File: src/rtl/order_serializer.sv
// order_serializer: frames order messages into an SOF-led MSB-first byte stream; ORDER_SERIALIZER_CHECKSUM_EN appends an XOR checksum byte
module order_serializer #(
  parameter logic [7:0] SOF_BYTE = 8'hA5
) (
  input  logic        clk,
  input  logic        rst,
  input  logic [7:0]  msg_type,
  input  logic [63:0] msg_order_id,
  input  logic [31:0] msg_price,
  input  logic [31:0] msg_volume,
  input  logic        msg_valid,
  output logic        msg_ready,
  output logic [7:0]  tx_data,
  output logic        tx_valid,
  input  logic        tx_ready,
  input  logic [31:0] cycle_cnt,
  output logic [31:0] t_accept,
  output logic [31:0] t_egress,
  output logic [15:0] frames_sent,
  output logic        busy
);
`ifdef ORDER_SERIALIZER_CHECKSUM_EN
  typedef enum logic [1:0] {IDLE, SEND, CSUM} state_t;
  logic [7:0] csum;
`else
  typedef enum logic {IDLE, SEND} state_t;
`endif
  state_t state, state_nx;
  logic [135:0] frame;
  logic [4:0] byte_idx, idx_nx;
  logic [7:0] next_byte;
  logic accept, hs, last;
  assign accept = msg_valid && msg_ready;
  assign hs = tx_valid && tx_ready;
  assign last = byte_idx == 5'd17;
  assign idx_nx = byte_idx + 5'd1;
  assign next_byte = 8'(frame >> (8'd136 - {idx_nx, 3'b000}));
  always_ff @(posedge clk) state <= rst ? IDLE : state_nx;
  always_comb begin
`ifdef ORDER_SERIALIZER_CHECKSUM_EN
    state_nx = state == IDLE ? (accept ? SEND : IDLE) :
               state == SEND ? (hs && last ? CSUM : SEND) :
               (hs ? IDLE : CSUM);
`else
    state_nx = state == IDLE ? (accept ? SEND : IDLE) : (hs && last ? IDLE : SEND);
`endif
  end
  always_comb begin
    msg_ready = state == IDLE;
    busy = state != IDLE;
  end
  always_ff @(posedge clk) begin
    if (rst) begin
      tx_valid <= 1'b0;
      tx_data <= '0;
      byte_idx <= '0;
      t_accept <= '0;
      t_egress <= '0;
      frames_sent <= '0;
      frame <= '0;
`ifdef ORDER_SERIALIZER_CHECKSUM_EN
      csum <= '0;
`endif
    end else if (accept) begin
      frame <= {msg_type, msg_order_id, msg_price, msg_volume};
      byte_idx <= '0;
      t_accept <= cycle_cnt;
      tx_valid <= 1'b1;
      tx_data <= SOF_BYTE;
`ifdef ORDER_SERIALIZER_CHECKSUM_EN
      csum <= '0;
`endif
    end else if (hs) begin
`ifdef ORDER_SERIALIZER_CHECKSUM_EN
      csum <= csum ^ tx_data;
      if (state == CSUM) begin
        tx_valid <= 1'b0;
        t_egress <= cycle_cnt;
        frames_sent <= frames_sent + 16'd1;
      end else if (last) begin
        byte_idx <= 5'd18;
        tx_data <= csum ^ tx_data;
      end else begin
        byte_idx <= idx_nx;
        tx_data <= next_byte;
      end
`else
      if (last) begin
        tx_valid <= 1'b0;
        t_egress <= cycle_cnt;
        frames_sent <= frames_sent + 16'd1;
      end else begin
        byte_idx <= idx_nx;
        tx_data <= next_byte;
      end
`endif
    end
  end
endmodule

File: config.mk
export PLATFORM = sky130hd
export DESIGN_NAME = order_serializer
export DESIGN_NICKNAME = d
export VERILOG_FILES = /design/src/rtl/order_serializer.sv
export SDC_FILE = /design/constraint.sdc
export NUM_CORES = 1
export LEC_CHECK = 0
export BUFFER_PORTS_ARGS = -buffer_cell sky130_fd_sc_hd__buf_2
export CAP_MARGIN = 20
export CORE_UTILIZATION = 50
export CTS_BUF_LIST = sky130_fd_sc_hd__clkbuf_4 sky130_fd_sc_hd__clkbuf_8
export DETAILED_ROUTE_END_ITERATION = 8
export HOLD_SLACK_MARGIN = 0.08
export PLACE_DENSITY = 0.77
export SYNTH_ARGS = -nofsm -noshare
export SYNTH_HDL_FRONTEND = slang
export SYNTH_SLANG_ARGS = --single-unit
File: constraint.sdc
create_clock -name clk -period 6.12 [get_ports clk]
set_input_delay 1.224 -clock clk [delete_from_list [all_inputs] [get_ports clk]]
set_output_delay 1.224 -clock clk [all_outputs]
set_load 0.1 [all_outputs]
# Word level (Yosys, flattened, before mapping)
# Cells that the tools add are included.
[word_totals]
reg_bits = 231
latchBits = 0
ramBits = 0
rom_bits = 0
inputBits = 172
out_inout_bits = 91
word_cells = 37
mem_count = 0
[classes]
add_sub_neg = 3
mul = 0
div_mod_pow = 0
order_cmp = 0
n_eq_ne = 2
shift = 1
muxes = 9
n_bitwise = 3
reduce_logical = 10
[op_table]
columns = ["op", "n"]
rows = [
  ["$shr 136x8->8", 1],
  ["$mux 8", 3],
  ["$add 16x1->16 const B", 1],
  ["$sub 8x8->8 const A", 1],
  ["$mux 1", 6],
  ["$reduce_and 2->1", 3],
  ["$add 5x1->5 const B", 1],
  ["$eq 5x5->1 const B", 1],
  ["$reduce_bool 2->1", 2],
  ["$logic_and 1x1->1", 3],
  ["$not 1->1", 3],
  ["$reduce_and 3->1", 1],
  ["$ne 2x2->1 const B", 1],
  ["$reduce_or 2->1", 1],
]

# Depth between registers and ports, before layout
# Gate-level depths: netlist (run 1).
[logic_depth]
depth_word = 6
mapped_depth = 10
depth_no_buf = 9

# Worst setup path before layout (run 1)
# No wires, ideal clock.
[synth_timing]
kind = "register to register"
start = "register byte_idx[1]"
end = "register tx_data[2]"
setup_ns = 0.132
arrival_ns = 3.007
required_time_ns = 5.988
slack_ns = 2.981
stages_incl_launch_ff = 10
path_buffers = 0
period_less_slack_ns = 3.139
cell_sequence = "dfxtp_1 ha_1 xor2_2 inv_2 ha_1 xnor2_1 xor2_1 mux4_2 a2111oi_2 nor4_1"
[synth_between]
elab_chain_cells = 6
elab_cells_between_ends = 9
classes_between = "add/sub: 2; eq/ne: 2; shift: 1; mux: 3; reduce/logical: 1"
[synth_rtl]
columns = ["item", "line_no", "source"]
rows = [
  ["start, declared", "30", "logic [4:0] byte_idx, idx_nx;"],
  ["start signal, assigned", "93", "byte_idx <= idx_nx;"],
  ["$add 5x1->5", "36", "assign idx_nx = byte_idx + 5'd1;"],
  ["$sub 8x8->8", "37", "assign next_byte = 8'(frame >> (8'd136 - {idx_nx, 3'b000}));"],
  ["$shr 136x8->8", "37", ""],
  ["$mux 8", "88", "if (last) begin"],
  ["$mux 8", "73", "end else if (hs) begin"],
  ["$mux 8", "64", "end else if (accept) begin"],
  ["end signal, assigned", "94", "tx_data <= next_byte;"],
  ["end, declared", "13", "output logic [7:0] tx_data,"],
]
# Parallel ways exist; a longest one is shown, timed or not. The select of a mux whose other input is x is not followed.
# A chain may end at the register's enable or synchronous reset.

# Final worst setup path (run 1)
[layout_timing]
start = "register byte_idx[0]"
end = "register tx_data[2]"
# The elaborated chain is that of the path after synthesis.

==> flow_metrics.py, run 1 <==
metrics = {
    "clock_network": {
        "cts.clk_slew.worst_paths_ps": 60,
        "clock_latency_ps": 530,
        "cts_sinks": 231,
        "cts_max_path_buffers": 3,
        "cts_tree": "yes",
        "cts_resized": 0,
        "cts_buffers": 39,
        "root_buffer": "clkbuf_8",
        "post-cts-setup-buffer-count": 0,
        "htree_levels": 2,
        "cts-hold-fix-buffers": 0,
    },
    "cells_and_area": {
        "fin_cells": 1635,
        "register_area_sq_um": 4630,
        "n_fill_cell": 1582,
        "layout.nets": 1557,
        "n_antenna_cell": 0,
        "syn2layout_area_growth_pct": 23.1,
        "multi_input_area_sq_um": 4510,
        "layout-drive-gt1-share": 0.270,
    },
    "worst_hold_path": {
        "hp-class": "reg2reg",
        "whs_path_depth": 2,
        "worstHoldEndpoint": "t_egress[10]",
        "min_from": "t_egress[10]",
    },
    "grt": {
        "grt_pass1_wl_microns": 40500,
        "grt_pass1_vias": 8262,
        "grt_overflow": 0,
        "track_usage": 0.258,
        "grt_max_degree": 179,
        "antenna_found_initial": 0,
    },
    "sta": {
        "rsz0062_at_grt": "no",
        "slew_violations": 0,
        "finalHoldViolCount": 0,
        "tightest_slew_ps": 969,
        "worst_slack_ps": 2430,
        "final.min_clock_period_ps": 3690,
        "skew_ps": 15.7,
        "finalSetupViolCount": 0,
        "fin_hold_ws_ps": 450,
        "max_freq_mhz": 271,
        "setup_tns_ps": 0,
        "max-slew-margin-rel": 0.354,
        "fin_crit_sh": 0.603,
    },
    "setup_path": {
        "startpoint_type": "flop",
        "crit_fanout": 47,
        "r2r_end": "tx_data[2]",
        "cp-end-kind": "flop",
        "path_class": "reg2reg",
        "r2r-start": "byte_idx[0]",
        "ff2ff_setup_slack_ps": 2430,
        "r2r_cells": 8,
        "critPathArrivalTime_ps": 4060,
        "worstPathRequired_ps": 6490,
    },
    "detailed_routing": {
        "wl_per_cell_microns": 15.7,
        "wirelength_microns": 25600,
        "drt_iter0_markers": 564,
        "drc_errors": 0,
        "firstDrtPassIters": 5,
        "vias": 8820,
        "avgViaCountPerCell": 5.39,
        "ant_nets": 0,
    },
    "placement": {
        "dpl.cell_count": 1569,
        "port_buffers": 262,
        "gp_congestion": 0.867,
        "place_hpwl_microns": 17600,
        "pre_cts_slack_ps": 2460,
    },
    "die": {
        "die_x_microns": 140,
        "core_sq_um": 18300,
        "ios": 263,
        "rows": 49,
        "die_area_sq_um": 19500,
        "initial_utilization": 0.518,
        "die_h_microns": 140,
    },
    "power": {
        "p_leak_uw": 0.00485,
        "peakVddDrop_mv": 0.169,
        "fin_total_pwr_uw": 3520,
        "cellPowerDensity_nw_per_um2": 302,
    },
    "run": {
        "cap_viol_max_count": 0,
    },
    "synthesis": {
        "synth_cells": 1153,
        "synth_area_sq_um": 9470,
        "ys_seq_elements": 231,
        "synth-seq-area-share": 0.488,
        "synth_warnings": 0,
        "synth_edf_count": 0,
        "syn_area_per_cell_sq_um": 8.21,
        "synth_ff_type": "dfxtp_1",
        "netlist-cell-type-count": 49,
        "synth.net_count": 1329,
        "synthArstFlopShare": 0,
    },
    "run_status": {
        "outcome": "completed",
    },
}
-- cells by family (layout without fill, tap and decap cells) --
family / after synthesis / count (layout) / share of synthesized area
and+or+nand+nor: 483 / 483 / 0.205
AOI/OAI and AO/OA: 273 / 273 / 0.155
DFF: 231 / 231 / 0.488
buffers and inverters: 89 / 342 / 0.0377
muxes: 56 / 56 / 0.0924
xor gates and xnor gates: 17 / 17 / 0.0165
adders and majority gates: 4 / 4 / 0.00529
-- area by class of cell --
type / count / area share
flip-flops and latches: 231 / 0.397
inverters: 5 / 0.00161
repair buffers: 271 / 0.120
clock inverters: 6 / 0.00515
well taps: 229 / 0.0246
clock buffers: 60 / 0.0655
multi-input cells: 833 / 0.387
-- metrics by stage --
stage,utilization,cell area (sq um)
5_1_grt,0.638,11700
6_report,0.638,11700
3_5_place_dp,0.593,10800
4_1_cts,0.638,11700
2_1_floorplan,-,9470
3_3_place_gp,0.593,10800
-- critical path, cell delays in order (launching register included) --
cell and delay (ps):
dfxtp_2 320, buf_4 640, ha_1 380, ha_1 220, xnor2_1 330, xor2_1 580, mux4_2 600, a2111oi_2 360
nor4_1 100
-- Yosys cell counts (4+ instances only) --
| master | count | area, sq um |
|---|---|---|
| a22o_1 | 8 | 70.1 |
| xnor2_1 | 8 | 70.1 |
| xor2_1 | 8 | 70.1 |
| dfxtp_1 | 231 | 4620 |
| clkbuf_1 | 67 | 251 |
| nand3b_1 | 4 | 30.0 |
| nand3_1 | 6 | 30.0 |
| or3_1 | 6 | 37.5 |
| nor2_1 | 26 | 97.6 |
| and3_1 | 4 | 25.0 |
| buf_1 | 10 | 37.5 |
| a221oi_1 | 4 | 35.0 |
| nor3_1 | 4 | 20.0 |
| ha_1 | 4 | 50.1 |
| nand4_1 | 5 | 31.3 |
| a21oi_1 | 224 | 1120 |
| o21ai_0 | 19 | 95.1 |
| a31oi_1 | 6 | 37.5 |
| mux2i_1 | 21 | 210 |
| mux4_2 | 20 | 450 |
| mux2_2 | 12 | 135 |
| nand2_1 | 414 | 1550 |
| inv_1 | 4 | 15.0 |
-- layer usage --
layer / vias to the layer above / routed length [microns] / global-route usage
met1: 4077 / 10900 / 0.324
met4: 0 / 586 / 0.0879
met5: - / 0 / 0
met2: 359 / 12500 / 0.445
met3: 47 / 1690 / 0.0461
li1: 4337 / - / -
-- cells in the final DEF (no fill, tap or decap), types with 12 or more instances in the layout --
cell      count
mux2i_1      21
nand2_1     413
o21ai_0      19
nor2_1       26
a21oi_1     224
mux2_2       12
clkbuf_8     50
dfxtp_1     230
mux4_2       20
buf_2       261
-- flip-flops by register name (all words and copies together), names as in the netlist --
| register | cells |
|---|---|
| frame | 136 |
| t_accept | 32 |
| t_egress | 32 |
| frames_sent | 16 |
| tx_data | 8 |
| byte_idx | 5 |
| busy | 1 |
| tx_valid | 1 |
-- power by group --
group          switching (uW)  leakage, uW  internal [uW]
clock network             598     0.000432            834
logic                     325      0.00253            149
registers                38.7      0.00189           1570
-- how the worst max path moves through the flow --
stage,start,endpoint,cells past startpoint
6_report,byte_idx[0],tx_data[2],8
2_1_floorplan,byte_idx[1],tx_data[2],9
4_1_cts,byte_idx[0],tx_data[2],8
3_5_place_dp,byte_idx[0],tx_data[2],8
5_1_grt,byte_idx[0],tx_data[2],8
3_3_place_gp,byte_idx[0],tx_data[2],8
(Power assumes the default switching activity.)
==> run 2, diff against run 1 <==
ABC_AREA = 1   (was not set)
CORE_UTILIZATION = 49   (was 50)
PLACE_DENSITY = 0.78   (was 0.77)
clock period = 3.15 ns   (was 6.12 ns; I/O delays follow)
==> flow_metrics.py, run 2 <==
metrics = {
    "synthesis": {
        "synth_area_sq_um": 9880,
        "ys_seq_elements": 231,
        "synth_warnings": 0,
        "syn_area_per_cell_sq_um": 6.93,
        "yosysMostFrequentCell": "nor2_1",
        "synth_edf_count": 0,
        "synthArstFlopShare": 0,
        "yosys-top-cells-area": "dfxtp_1, nor2_1, o21ai_0, nand2_1, a21oi_1",
        "synth_commonest_cells": "nor2_1, nand2_1, dfxtp_1, o21ai_0, a21oi_1",
        "synth_cells": 1427,
        "synth.net_count": 1603,
        "netlist.area_leader.share": 0.468,
        "synth-seq-area-share": 0.468,
        "synth_ff_type": "dfxtp_1",
        "netlist-cell-type-count": 34,
        "yosysTopAreaCell": "dfxtp_1",
    },
    "grt": {
        "grt_pass1_vias": 9049,
        "grt_overflow": 0,
        "track_usage": 0.269,
        "grt_pass1_wl_microns": 44400,
        "antenna_found_initial": 2,
        "grt_max_degree": 76,
    },
    "die": {
        "rows": 51,
        "initial_utilization": 0.505,
        "die_x_microns": 144,
        "die_area_sq_um": 20700,
        "die_h_microns": 144,
        "ios": 263,
        "core_sq_um": 19600,
    },
    "cells_and_area": {
        "layout-drive-gt1-share": 0.217,
        "syn2layout_area_growth_pct": 22.6,
        "reg.largest.list": "frame x136, t_accept x32, t_egress x32",
        "layout.nets": 1826,
        "final_cell_area_sq_um": 12100,
        "layout_commonest_cell": "nor2_1",
        "final_cell_mix": "nor2_1, buf_2, nand2_1",
        "largest_reg_flops": 136,
        "largest_register": "frame",
    },
    "setup_path": {
        "crit_fanout": 25,
        "startpoint_type": "flop",
        "critPathArrivalTime_ps": 2780,
        "path_class": "reg2reg",
        "cp-end-kind": "flop",
        "worstPathRequired_ps": 3600,
    },
    "clock_network": {
        "clock_latency_ps": 530,
        "cts-hold-fix-buffers": 0,
        "cts_max_path_buffers": 3,
        "root_buffer": "clkbuf_8",
        "htree_levels": 2,
        "cts_tree": "yes",
        "cts_resized": 0,
        "cts_buffers": 39,
        "post-cts-setup-buffer-count": 0,
        "cts_sinks": 231,
        "cts.clk_slew.worst_paths_ps": 60,
    },
    "placement": {
        "port_buffers": 262,
        "gp_congestion": 0.925,
        "place_hpwl_microns": 19300,
        "dpl_cell_area_sq_um": 11300,
    },
    "detailed_routing": {
        "firstDrtPassIters": 6,
        "wirelength_microns": 28000,
        "drc_errors": 0,
        "wl_per_cell_microns": 14.4,
        "vias": 10000,
        "avgViaCountPerCell": 5.16,
        "ant_nets": 0,
        "drt_iter0_markers": 786,
    },
    "sta": {
        "max-slew-margin-rel": 0.584,
        "max_freq_mhz": 430,
        "setup_tns_ps": 0,
        "final.min_clock_period_ps": 2330,
        "rsz0062_at_grt": "no",
        "tightest_slew_ps": 624,
        "slew_violations": 0,
        "finalSetupViolCount": 0,
        "finalHoldViolCount": 0,
        "skew_ps": 21.2,
        "fin_crit_sh": 0.739,
    },
    "run": {
        "cap_viol_max_count": 0,
    },
    "run_status": {
        "outcome": "completed",
    },
    "power": {
        "cellPowerDensity_nw_per_um2": 589,
        "peakVddDrop_mv": 0.324,
        "p_leak_uw": 0.00564,
    },
    "worst_hold_path": {
        "hp-class": "in2reg",
    },
}
run 2: worst paths after layout:
check	start	to	slack [ps]	cells after the start
worst min-delay path	msg_price[27]	frame[59]	320	3
worst max register to register	byte_idx[1]	tx_data[0]	820	11
worst max-delay path	byte_idx[1]	tx_data[0]	820	11
worst min register to register	frame[70]	frame[70]	450	2
run 2: cell type report:
type / instances / area (sq um)
Clock buffer: 62 / 772
Fill cell: 1868 / 7470
Multi-Input combinational cell: 1025 / 4560
Clock inverter: 5 / 56.3
Inverter: 75 / 289
Antenna cell: 2 / 5.00
Timing Repair Buffer: 278 / 1480
Sequential cell: 231 / 4630
Tap cell: 265 / 332
run 2: power by group:
part / switching [uW] / internal (uW)
logic: 834 / 314
registers: 80.9 / 3100
clock network: 1170 / 1630
total: 2090 / 5050
run 2: critical path, stage by stage (launching register included):
cell     delay [ps]
dfxtp_1         410
inv_1            80
ha_1            510
buf_4           360
nand2_4         160
nand2_4         180
inv_2           110
nand2_1          70
nand3_1          90
nand3_1         110
nand2_1          60
a21oi_1         110
run 2: stage by stage:
step           hold slack (ps)  total power, uW   util  worst slack (ps)  instances
2_1_floorplan              424             4060      -               859       1427
3_3_place_gp               433             4370  0.576               895       1874
3_5_place_dp               441             4380  0.576               851       1874
4_1_cts                    297             7180  0.618               848       1941
5_1_grt                    313             7460  0.619               604       1943
6_report                   315             7140  0.619               823       1943
run 2: cells by family after synthesis:
| family | count (synthesis) | share of synthesized area |
|---|---|---|
| fa+ha+maj | 4 | 0.00506 |
| compound gates | 326 | 0.168 |
| flops | 231 | 0.468 |
| simple gates | 688 | 0.282 |
| buf+inv | 171 | 0.0714 |
| xor+xnor | 7 | 0.00620 |
run 2: routing by layer:
layer  up-vias  GRT usage  wire, microns
met5         -          0              0
met4         0     0.0980            857
met3        57     0.0493           1900
met2       362      0.432          12900
met1      4561      0.359          12300
li1       5051          -              -
